<file path="config.mk">
export PLATFORM = sky130hd
export DESIGN_NAME = mdr_unit
export DESIGN_NICKNAME = d
export VERILOG_FILES = /design/src/rtl/mdr_pkg.sv /design/src/rtl/mdr_unit_ctrl.sv /design/src/rtl/mdr_unit.sv
export SDC_FILE = /design/constraint.sdc
export NUM_CORES = 1
export LEC_CHECK = 0
export BUFFER_PORTS_ARGS = -buffer_cell sky130_fd_sc_hd__buf_2
export CAP_MARGIN = 30
export CORE_UTILIZATION = 50
export CTS_CLUSTER_DIAMETER = 50
export CTS_CLUSTER_SIZE = 12
export DETAILED_ROUTE_END_ITERATION = 12
export PLACE_DENSITY_LB_ADDON = 0.1
export RECOVER_POWER = 25
export SYNTH_ARGS = -nofsm -noshare
export SYNTH_HDL_FRONTEND = slang
export SYNTH_HIERARCHICAL = 1
export SYNTH_SLANG_ARGS = --single-unit
export TNS_END_PERCENT = 20
</file>
<file path="constraint.sdc">
create_clock -name clk -period 8.1 [get_ports clk]
set_input_delay 1.62 -clock clk [delete_from_list [all_inputs] [get_ports clk]]
set_output_delay 1.62 -clock clk [all_outputs]
set_load 0.005 [all_outputs]
</file>
<file path="src/rtl/mdr_pkg.sv">
// Shared types and constants for the sequential multiply/divide/sqrt engine.
package mdr_pkg;

    localparam int DW     = 16;
    localparam int OP_W   = 2;
    localparam int PERIOD = 10;

    typedef enum logic [OP_W-1:0] {
        OP_MUL  = 2'b00,
        OP_DIV  = 2'b01,
        OP_SQRT = 2'b10,
        OP_RSV  = 2'b11
    } op_e;

    typedef enum logic [2:0] {
        S_IDLE    = 3'd0,
        S_LOAD_X  = 3'd1,
        S_LOAD_Y  = 3'd2,
        S_CHECK   = 3'd3,
        S_COMPUTE = 3'd4,
        S_DONE    = 3'd5
    } state_e;

    typedef logic [DW-1:0] data_t;

endpackage

</file>
<file path="src/rtl/mdr_unit_ctrl.sv">
// Transaction sequencer: operand handshake, error branch and iteration count.
module mdr_unit_ctrl
    import mdr_pkg::*;
#(
    parameter int DW   = mdr_pkg::DW,
    parameter int OP_W = mdr_pkg::OP_W
) (
    input  logic            clk,
    input  logic            rst,
    input  logic            start,
    input  logic            load,
    input  logic [OP_W-1:0] op,
    input  logic            err_chk,
    output op_e             op_q,
    output logic            st_start,
    output logic            cap_x,
    output logic            cap_y,
    output logic            chk_err,
    output logic            chk_ok,
    output logic            step,
    output logic            last,
    output logic            load_x,
    output logic            load_y,
    output logic            ready
);

    localparam int CW = $clog2(DW);

    state_e        state_q, state_d;
    op_e           op_d;
    logic [CW-1:0] cnt_q, cnt_d;

    always_comb begin
        state_d = state_q;
        op_d    = op_q;
        cnt_d   = cnt_q;
        unique case (state_q)
            S_IDLE, S_DONE: begin
                if (start) begin
                    op_d    = op_e'(op);
                    state_d = S_LOAD_X;
                end
            end
            S_LOAD_X: begin
                if (load) begin
                    state_d = (op_q == OP_MUL || op_q == OP_DIV) ? S_LOAD_Y : S_CHECK;
                end
            end
            S_LOAD_Y: begin
                if (load) state_d = S_CHECK;
            end
            S_CHECK: begin
                if (err_chk) begin
                    state_d = S_DONE;
                end else begin
                    state_d = S_COMPUTE;
                    cnt_d   = (op_q == OP_SQRT) ? CW'(DW/2 - 1) : CW'(DW - 1);
                end
            end
            S_COMPUTE: begin
                if (cnt_q == '0) state_d = S_DONE;
                else             cnt_d   = cnt_q - CW'(1);
            end
            default: state_d = S_IDLE;
        endcase
    end

    always_ff @(posedge clk) begin
        if (rst) begin
            state_q <= S_IDLE;
            op_q    <= OP_MUL;
            cnt_q   <= '0;
        end else begin
            state_q <= state_d;
            op_q    <= op_d;
            cnt_q   <= cnt_d;
        end
    end

    assign st_start = start && (state_q == S_IDLE || state_q == S_DONE);
    assign cap_x    = load && (state_q == S_LOAD_X);
    assign cap_y    = load && (state_q == S_LOAD_Y);
    assign chk_err  = (state_q == S_CHECK) && err_chk;
    assign chk_ok   = (state_q == S_CHECK) && !err_chk;
    assign step     = (state_q == S_COMPUTE);
    assign last     = (state_q == S_COMPUTE) && (cnt_q == '0);
    assign load_x   = (state_q == S_LOAD_X);
    assign load_y   = (state_q == S_LOAD_Y);
    assign ready    = (state_q == S_DONE);

endmodule

</file>
<file path="src/rtl/mdr_unit.sv">
// Multiply/divide/sqrt engine top: operand registers and the shared iterative datapath.
module mdr_unit
    import mdr_pkg::*;
#(
    parameter int DW   = mdr_pkg::DW,
    parameter int OP_W = mdr_pkg::OP_W
) (
    input  logic                   clk,
    input  logic                   rst,
    input  logic                   start,
    input  logic [OP_W-1:0]        op,
    input  logic                   load,
    input  logic signed [DW-1:0]   data,
    output logic                   load_x,
    output logic                   load_y,
    output logic signed [2*DW-1:0] result,
    output logic signed [DW-1:0]   remainder,
    output logic                   error,
    output logic                   ready
);

    op_e  op_q;
    logic st_start, cap_x, cap_y, chk_err, chk_ok, step, last, err_chk;

    logic [DW-1:0]   x_q, x_d, y_q, y_d, aux_q, aux_d, rem_q, rem_d;
    logic [2*DW-1:0] acc_q, acc_d, sh_q, sh_d, result_q, result_d;
    logic            error_q, error_d;

    logic [DW-1:0]   mag_x, mag_y, aux_s;
    logic [2*DW-1:0] acc_s, sh_s, quo;
    logic [DW:0]     div_r;
    logic [DW+1:0]   sq_r, sq_t;
    logic            neg;

    mdr_unit_ctrl #(.DW(DW), .OP_W(OP_W)) u_ctrl (
        .clk(clk), .rst(rst), .start(start), .load(load), .op(op),
        .err_chk(err_chk), .op_q(op_q), .st_start(st_start),
        .cap_x(cap_x), .cap_y(cap_y), .chk_err(chk_err), .chk_ok(chk_ok),
        .step(step), .last(last), .load_x(load_x), .load_y(load_y),
        .ready(ready)
    );

    // Iterations run on magnitudes; -2^(DW-1) maps onto an unsigned DW-bit value.
    assign mag_x   = x_q[DW-1] ? (~x_q + DW'(1)) : x_q;
    assign mag_y   = y_q[DW-1] ? (~y_q + DW'(1)) : y_q;
    assign neg     = x_q[DW-1] ^ y_q[DW-1];
    assign err_chk = (op_q == OP_RSV) ||
                     (op_q == OP_DIV && y_q == '0) ||
                     (op_q == OP_SQRT && x_q[DW-1]);

    always_comb begin
        acc_s = acc_q;
        sh_s  = sh_q;
        aux_s = aux_q;
        div_r = '0;
        sq_r  = '0;
        sq_t  = '0;
        unique case (op_q)
            OP_MUL: begin
                acc_s = aux_q[0] ? acc_q + sh_q : acc_q;
                sh_s  = sh_q << 1;
                aux_s = aux_q >> 1;
            end
            OP_DIV: begin
                div_r = {acc_q[DW-1:0], aux_q[DW-1]};
                if (div_r >= {1'b0, mag_y}) begin
                    div_r = div_r - {1'b0, mag_y};
                    sh_s  = {sh_q[2*DW-2:0], 1'b1};
                end else begin
                    sh_s  = {sh_q[2*DW-2:0], 1'b0};
                end
                acc_s = {{(DW-1){1'b0}}, div_r};
                aux_s = aux_q << 1;
            end
            OP_SQRT: begin
                // Bring down two radicand bits; trial subtrahend is 4*root + 1.
                sq_r = {acc_q[DW-1:0], aux_q[DW-1:DW-2]};
                sq_t = {sh_q[DW-1:0], 2'b01};
                if (sq_r >= sq_t) begin
                    sq_r = sq_r - sq_t;
                    sh_s = {sh_q[2*DW-2:0], 1'b1};
                end else begin
                    sh_s = {sh_q[2*DW-2:0], 1'b0};
                end
                acc_s = {{(DW-2){1'b0}}, sq_r};
                aux_s = aux_q << 2;
            end
            default: ;
        endcase
        quo = {{DW{1'b0}}, sh_s[DW-1:0]};
    end

    always_comb begin
        x_d      = x_q;
        y_d      = y_q;
        acc_d    = acc_q;
        sh_d     = sh_q;
        aux_d    = aux_q;
        result_d = result_q;
        rem_d    = rem_q;
        error_d  = error_q;
        if (st_start) begin
            result_d = '0;
            rem_d    = '0;
            error_d  = 1'b0;
        end
        if (cap_x) x_d = data;
        if (cap_y) y_d = data;
        if (chk_err) begin
            error_d  = 1'b1;
            result_d = '0;
            rem_d    = '0;
        end
        if (chk_ok) begin
            acc_d = '0;
            unique case (op_q)
                OP_MUL:  begin sh_d = {{DW{1'b0}}, mag_x}; aux_d = mag_y; end
                OP_DIV:  begin sh_d = '0; aux_d = mag_x; end
                default: begin sh_d = '0; aux_d = x_q; end
            endcase
        end
        if (step) begin
            acc_d = acc_s;
            sh_d  = sh_s;
            aux_d = aux_s;
        end
        if (last) begin
            unique case (op_q)
                OP_MUL: begin
                    result_d = neg ? -acc_s : acc_s;
                    rem_d    = '0;
                end
                OP_DIV: begin
                    result_d = neg ? -quo : quo;
                    rem_d    = x_q[DW-1] ? -acc_s[DW-1:0] : acc_s[DW-1:0];
                end
                OP_SQRT: begin
                    result_d = sh_s;
                    rem_d    = acc_s[DW-1:0];
                end
                default: ;
            endcase
        end
    end

    always_ff @(posedge clk) begin
        if (rst) begin
            x_q      <= '0;
            y_q      <= '0;
            acc_q    <= '0;
            sh_q     <= '0;
            aux_q    <= '0;
            result_q <= '0;
            rem_q    <= '0;
            error_q  <= 1'b0;
        end else begin
            x_q      <= x_d;
            y_q      <= y_d;
            acc_q    <= acc_d;
            sh_q     <= sh_d;
            aux_q    <= aux_d;
            result_q <= result_d;
            rem_q    <= rem_d;
            error_q  <= error_d;
        end
    end

    assign result    = result_q;
    assign remainder = rem_q;
    assign error     = error_q;

endmodule

</file>
Word-level counts from Yosys, hierarchy flattened
Cells that the tools add are included.
{ "word_totals": {"regBits": 170, "output_inout_bits": 52, "elab_cells": 107} }
{ "classes": {"n_addsub": 9, "n_lt_le_gt_ge": 2, "eq_ne": 15, "n_mux": 42, "n_bitwise": 3, "reduce_logical": 25} }
{ "op_table": {"columns": ["cell", "count"], "rows": [
  ["2-to-1 mux 32 bit", 10],
  ["case mux 32 bit (3 select lines)", 3],
  ["2-to-1 mux 16 bit", 9],
  ["case mux 16 bit (3 select lines)", 2],
  ["adder 16 x 1 -> 16 bit (second input constant)", 2],
  ["adder 32 bit", 1],
  ["negator 16 -> 32 bit", 1],
  ["negator 32 bit", 1],
  ["NOT 16 bit", 2],
  ["case mux 16 bit (2 select lines)", 1],
  ["greater-or-equal comparator 18 bit", 1],
  ["2-to-1 mux 18 bit", 1],
  ["subtractor 18 bit", 1],
  ["greater-or-equal comparator 17 x 16 -> 1 bit", 1],
  ["2-to-1 mux 17 bit", 1],
  ["subtractor 17 x 16 -> 17 bit", 1],
  ["zero test 16 bit", 1],
  ["negator 16 bit", 1],
  ["case mux 3 bit (5 select lines)", 1],
  ["2-to-1 mux 3 bit", 4],
  ["2-to-1 mux 4 bit", 3],
  ["!= test 2 bit (second input constant)", 5],
  ["logical AND 1 bit", 8],
  ["case mux 4 bit (2 select lines)", 1],
  ["20 further kinds", 34]
]} }

Logic depth before layout (Yosys ltp)
{ "logic_depth": {"depth_word": 10, "ltp_mapped": 25, "depth_no_buf": 22} }

Hierarchy
Netlist, hierarchy kept.
{ "modules_own_cells": {"columns": ["module", "n_inst", "cells_each", "area_each_um2", "seq_area_each_um2"], "rows": [
  ["mdr_unit", 1, 1950, 14395.1, 3223.1],
  ["mdr_unit_ctrl", 1, 67, 595.6, 180.2]
]} }

Worst setup path after synthesis
OpenSTA, ideal clock, no wires.
{ "synth_timing": {"path_type": "register to register", "start": "reg y_q[0]", "end": "reg result_q[30], in the netlist result[30]", "arrival_time_ns": 5.604, "t_required_ns": 7.977, "setup_slack_ns": 2.373, "stages_incl_launch_ff": 26, "n_path_buf": 4, "synth_period_minus_slack_ns": 5.727, "cell_sequence": "dfxtp_1 > or2_2 > or4_1 > inv_1 > nand2_1 > o31ai_1 > xor2_1 > ha_1 > buf_6 > and2_4 > a21o_1 > a2111oi_4 > and3_4 > buf_6 > buf_4 > mux2i_1 > o41a_1 > inv_1 > ha_1 > or4b_1 > nor3_2 > buf_4 > nand4_4 > o41ai_2 > xor2_1 > o21ai_1"} }
{ "synth_between": {"elab_chain_len": 10, "elab_cells_between_ends": 21, "classes_between": "4 x add/sub; 1 x order compare; 10 x mux; 1 x bitwise; 5 x reduce/logical"} }
{ "synth_lines": {"columns": ["item", "line", "source"], "rows": [
  ["from (decl)", "mdr_unit.sv:25", "logic [DW-1:0] x_q, x_d, y_q, y_d, aux_q, aux_d, rem_q, rem_d;"],
  ["from (signal assigned)", "mdr_unit.sv:158", "y_q <= y_d;"],
  ["NOT 16 bit", "mdr_unit.sv:45", "assign mag_y = y_q[DW-1] ? (~y_q + DW'(1)) : y_q;"],
  ["adder 16 x 1 -> 16 bit", "mdr_unit.sv:45", null],
  ["2-to-1 mux 16 bit", "mdr_unit.sv:45", null],
  ["subtractor 17 x 16 -> 17 bit / greater-or-equal comparator 17 x 16 -> 1 bit (equally long branches)", "mdr_unit.sv:67, mdr_unit.sv:66", null],
  ["2-to-1 mux 17 bit / 2-to-1 mux 1 bit (equally long branches)", "mdr_unit.sv:66", "if (div_r >= {1'b0, mag_y}) begin"],
  ["case mux 32 bit (3 select lines)", "mdr_unit.sv:58", "unique case (op_q)"],
  ["negator 32 bit / negator 16 -> 32 bit (equally long branches)", "mdr_unit.sv:130, mdr_unit.sv:134", null],
  ["2-to-1 mux 32 bit, on equally long branches", "mdr_unit.sv:130, mdr_unit.sv:134", null],
  ["case mux 32 bit (3 select lines)", "mdr_unit.sv:128", "unique case (op_q)"],
  ["2-to-1 mux 32 bit *", "mdr_unit.sv:127", "if (last) begin"],
  ["to (signal assigned)", "mdr_unit.sv:162", "result_q <= result_d;"],
  ["to (decl)", "mdr_unit.sv:26", "logic [2*DW-1:0] acc_q, acc_d, sh_q, sh_d, result_q, result_d;"]
]} }
Mark *: on every way between the ends. The rest lies on a longest branch, timed or not.
A chain may end at the register's enable or synchronous reset.

Worst setup path after layout
{ "layout_timing": {"start": "reg y_q[0]", "end": "reg result_q[24], in the netlist result[24]"} }
The elaborated chain is that of the path after synthesis.

==> flow_summary.rst <==
.. list-table::
   :header-rows: 1

   * - Metric
     - Value
   * - Final Hold Vio Count
     - 0
   * - Routed vias/inst
     - ~6.8
   * - Tmin final
     - slightly below 7 ns
   * - Wire length per cell after detailed routing
     - 23.49 um
   * - Most used DFF post-synth
     - sky130_fd_sc_hd__dfxtp_1
   * - Worst hold path cell count
     - 2
   * - Final setup viols
     - 0
   * - Violated checks
     - capacitance limit, slew limit
   * - Net count after synthesis
     - 2116
   * - Total Routed Length
     - ~57 mm
   * - CTS H-Tree Depth
     - 4
   * - Clock-pin slew on the worst setup and hold paths
     - 0.06 ns
   * - Number of instances in the placed design
     - 2376
   * - Starting density of the core
     - 0.5071
   * - Port Buffers
     - 73
   * - RePlAce Congestion
     - 1.054
   * - PwrDens
     - 206.0 nW/um^2
   * - Total number of vias
     - 16350
   * - Global routing met2 resource utilization
     - 0.5086
   * - Global-route usage over all layers
     - 0.3660
   * - Die height
     - between 150 and 200 um
   * - Share of the yosys chip area belonging to registers
     - 0.2270
   * - Fraction of final layout cells sized beyond drive strength 1
     - 0.08974
   * - Post-synth ARST share
     - 0
   * - Worst Clk Skew
     - 0.008301 ns
   * - Crit. End Element
     - register
   * - First-pass iteration count of the detailed router
     - 6
   * - Fraction of post-synthesis cell area in the top cell type by area
     - 0.2270
   * - Average cell area after synthesis
     - 7.432 um^2
   * - Worst-Margin Slew
     - 2.024 ns
   * - Dominant cells by area after synthesis
     - sky130_fd_sc_hd__dfxtp_1 23%, sky130_fd_sc_hd__nor2_1 6.4%, sky130_fd_sc_hd__ha_1 6.3%
   * - Crit Path Category
     - register to register
   * - Crit-path max FO
     - 8
   * - Post-Syn Instances
     - between 2000 and 2500
   * - Netlist area before placement
     - 14990 um^2
   * - Post-CTS setup repair buffer count
     - 0
   * - Final cell utilization of the core
     - 0.5465
   * - Met1 global-route usage
     - 0.5539
   * - Net switching component of the power
     - 1.469 mW
   * - Setup repair after global routing missed its margin
     - no
   * - Most used routing layer
     - met1
   * - Cell chosen for the clock root
     - sky130_fd_sc_hd__clkbuf_16
   * - Synth cell types
     - 102
   * - Die area
     - 30680 um^2
   * - Arrival time at the worst endpoint
     - 6.99 ns
   * - Static leakage
     - 6.256 nW
   * - # resized after CTS
     - 0
   * - Placeable Area
     - 29560 um^2
   * - Synth warnings
     - 6
   * - Clock share of power
     - 0.252
   * - GRT overflow
     - 0
   * - Die W
     - 175.2 um
   * - Maximum number of buffers from clock root to sink
     - 2
   * - Net switching fraction of the power
     - 0.4415
   * - Worst-skew pair later-pin latency
     - 0.44 ns
   * - HPWL after DPL
     - ~41 mm
   * - Number of buffers created by CTS
     - 17
   * - #FFs+latches synth
     - 170
   * - Standard-cell rows
     - 63
   * - Final period utilization
     - 0.8337
   * - Data required time at the worst endpoint
     - 8.34 ns
   * - First-iteration detailed-routing DRC count
     - 2131
   * - Combinational group share of total power
     - 0.472
   * - TritonCTS clock tree
     - built
   * - Final #Nets
     - 2105
   * - CTS Sinks
     - 170
   * - First-pass GRT wire length
     - 87.33 mm
   * - Relative contribution of sequential cells to total power
     - 0.276
   * - IR Drop Worst-Case VDD
     - between 0.0001 and 0.00015 V
   * - Post-synthesis cell type with the largest combined area
     - sky130_fd_sc_hd__dfxtp_1
   * - Number of antenna violations at the first check in global routing
     - 1
   * - Routed Antenna Nets
     - 0
   * - Max Transition Viols Final
     - 78
   * - Accumulated negative setup slack
     - 0 ns
   * - Slack of the worst reg-to-reg path
     - 1.35 ns
   * - Startpoint type of the worst setup path
     - register
   * - Largest net degree at the start of global routing
     - 107
   * - Fill cell instance count of the final layout
     - 2911
   * - Slew margin rel.
     - -0.3496
   * - Number of flops mapped to enable cells by yosys
     - 0
   * - Number of hold buffers added after cts
     - 0
   * - Result of the run
     - finished with violations
   * - Depth of the most critical reg-to-reg path
     - 21
   * - Final non-filler cell total
     - 2407
   * - Antenna cell count
     - 0
   * - Remaining DRCs
     - 0
   * - Ports placed on the boundary
     - 74
   * - Internal power
     - roughly 1.9 mW
   * - Max frequency
     - approximately 150 MHz
   * - Total of max-cap violations
     - 2
   * - Hold Crit Class
     - register to register
   * - Vias in the first global route
     - 14510
   * - Met3 track demand over resource in global routing
     - 0.08138
   * - Power, Total
     - 3.327 mW
   * - Layout overhead on the synthesized area
     - 7.762%
-- worst max-delay path, cell delays in order, from the launching register on --
cell and delay [ns]:
sky130_fd_sc_hd__dfxtp_1 0.35, sky130_fd_sc_hd__or2_2 0.31, sky130_fd_sc_hd__or4_1 0.48, sky130_fd_sc_hd__inv_1 0.10, sky130_fd_sc_hd__nand2_1 0.10, sky130_fd_sc_hd__o31ai_1 0.28
sky130_fd_sc_hd__xor2_1 0.27, sky130_fd_sc_hd__ha_1 0.37, sky130_fd_sc_hd__and2_4 0.21, sky130_fd_sc_hd__a21o_1 0.22, sky130_fd_sc_hd__a2111oi_4 0.54, sky130_fd_sc_hd__a31oi_1 0.37
sky130_fd_sc_hd__o31ai_1 0.77, sky130_fd_sc_hd__ha_1 0.32, sky130_fd_sc_hd__o2111ai_1 0.15, sky130_fd_sc_hd__or3_1 0.40, sky130_fd_sc_hd__nor3_1 0.32, sky130_fd_sc_hd__a21oi_1 0.35
sky130_fd_sc_hd__a21oi_1 0.20, sky130_fd_sc_hd__o21ai_0 0.09, sky130_fd_sc_hd__a211oi_1 0.23, sky130_fd_sc_hd__a31oi_1 0.11
-- flip-flops by register name (all words and copies together), names as in the netlist, 2 cells and up --
register        count
u_ctrl/cnt_q        4
acc_q              32
u_ctrl/state_q      3
u_ctrl/op_q         2
sh_q               32
y_q                16
result             32
aux_q              16
x_q                16
remainder          16
-- cells in the final DEF (no fill, tap or decap), types with 36 or more instances in the layout --
| cell type | n |
|---|---|
| sky130_fd_sc_hd__ha_1 | 72 |
| sky130_fd_sc_hd__buf_4 | 36 |
| sky130_fd_sc_hd__mux2i_1 | 57 |
| sky130_fd_sc_hd__xor2_1 | 51 |
| sky130_fd_sc_hd__dfxtp_1 | 170 |
| sky130_fd_sc_hd__o21ai_0 | 125 |
| sky130_fd_sc_hd__buf_2 | 56 |
| sky130_fd_sc_hd__xnor2_1 | 42 |
| sky130_fd_sc_hd__nand2_1 | 155 |
| sky130_fd_sc_hd__a22oi_1 | 39 |
| sky130_fd_sc_hd__inv_1 | 76 |
| sky130_fd_sc_hd__nor3_1 | 54 |
| sky130_fd_sc_hd__a21oi_1 | 148 |
| sky130_fd_sc_hd__a211oi_1 | 41 |
| sky130_fd_sc_hd__nor2_1 | 255 |
-- path summary, 6_finish.rpt --
kind / from / end
worst min register to register: result[6] / result[6]
worst min-delay path: result[6] / result[6]
worst max register to register: y_q[0] / result[24]
worst max-delay path: y_q[0] / result[24]
-- per-stage QoR --
| stage | instance area, um^2 | hold slack [ns] | setup slack (ns) |
|---|---|---|---|
| after global routing | 16150 | 0.4846 | 1.013 |
| after detailed placement | 15590 | 0.4406 | 1.523 |
| after CTS | 16150 | 0.4614 | 1.520 |
| final | 16150 | 0.4620 | 1.347 |
| after floorplan | 14990 | 0.4487 | 2.373 |
| after global placement | 15580 | 0.4356 | 1.800 |
-- cell type report --
type	count	area (um^2)	area share
timing repair buffer	112	656.9	0.04066
multi-input combinational	1628	10750	0.6652
clock inverter	10	120.1	0.007436
tap	390	488.0	0.03021
sequential	170	3403	0.2107
clock buffer	20	446.7	0.02765
inverter	77	294.0	0.01820
-- power by group through the flow --
| stage | clock network [mW] | logic (mW) | registers, mW |
|---|---|---|---|
| 2_1_floorplan | 0 | 1.11 | 0.905 |
| 3_3_place_gp | 0 | 1.50 | 0.932 |
| 3_5_place_dp | 0 | 1.50 | 0.934 |
| 4_1_cts | 0.842 | 1.51 | 0.915 |
| 5_1_grt | 0.875 | 1.66 | 0.922 |
| 6_report | 0.839 | 1.57 | 0.917 |
-- cell usage after synthesis, drive strengths merged (41+ instances only) --
| library cell | instances |
|---|---|
| ha | 75 |
| nand2 | 155 |
| xor2 | 51 |
| dfxtp | 170 |
| a211oi | 41 |
| nor3 | 58 |
| nor2 | 255 |
| mux2i | 57 |
| clkbuf | 110 |
| inv | 76 |
| a21oi | 149 |
| xnor2 | 43 |
| o21ai | 136 |
-- routing by layer --
metal,share of wire,routed length (um)
met5,0,0
met4,0.023,1327
met3,0.12,6593
met2,0.40,22550
met1,0.46,26060
-- kinds of logic (layout without fill, tap and decap cells) --
logic type | after synthesis | after routing | share of synthesized area
multiplexers | 62 | 62 | 0.04207
AO/OA/AOI/OAI | 679 | 679 | 0.3144
AND/OR/NAND/NOR | 716 | 716 | 0.2377
adder cells (fa/ha/maj) | 77 | 77 | 0.06527
buffers and inverters | 219 | 219 | 0.05859
XOR/XNOR | 94 | 94 | 0.05492
flip-flops | 170 | 170 | 0.2270
(Power assumes the default switching activity.)
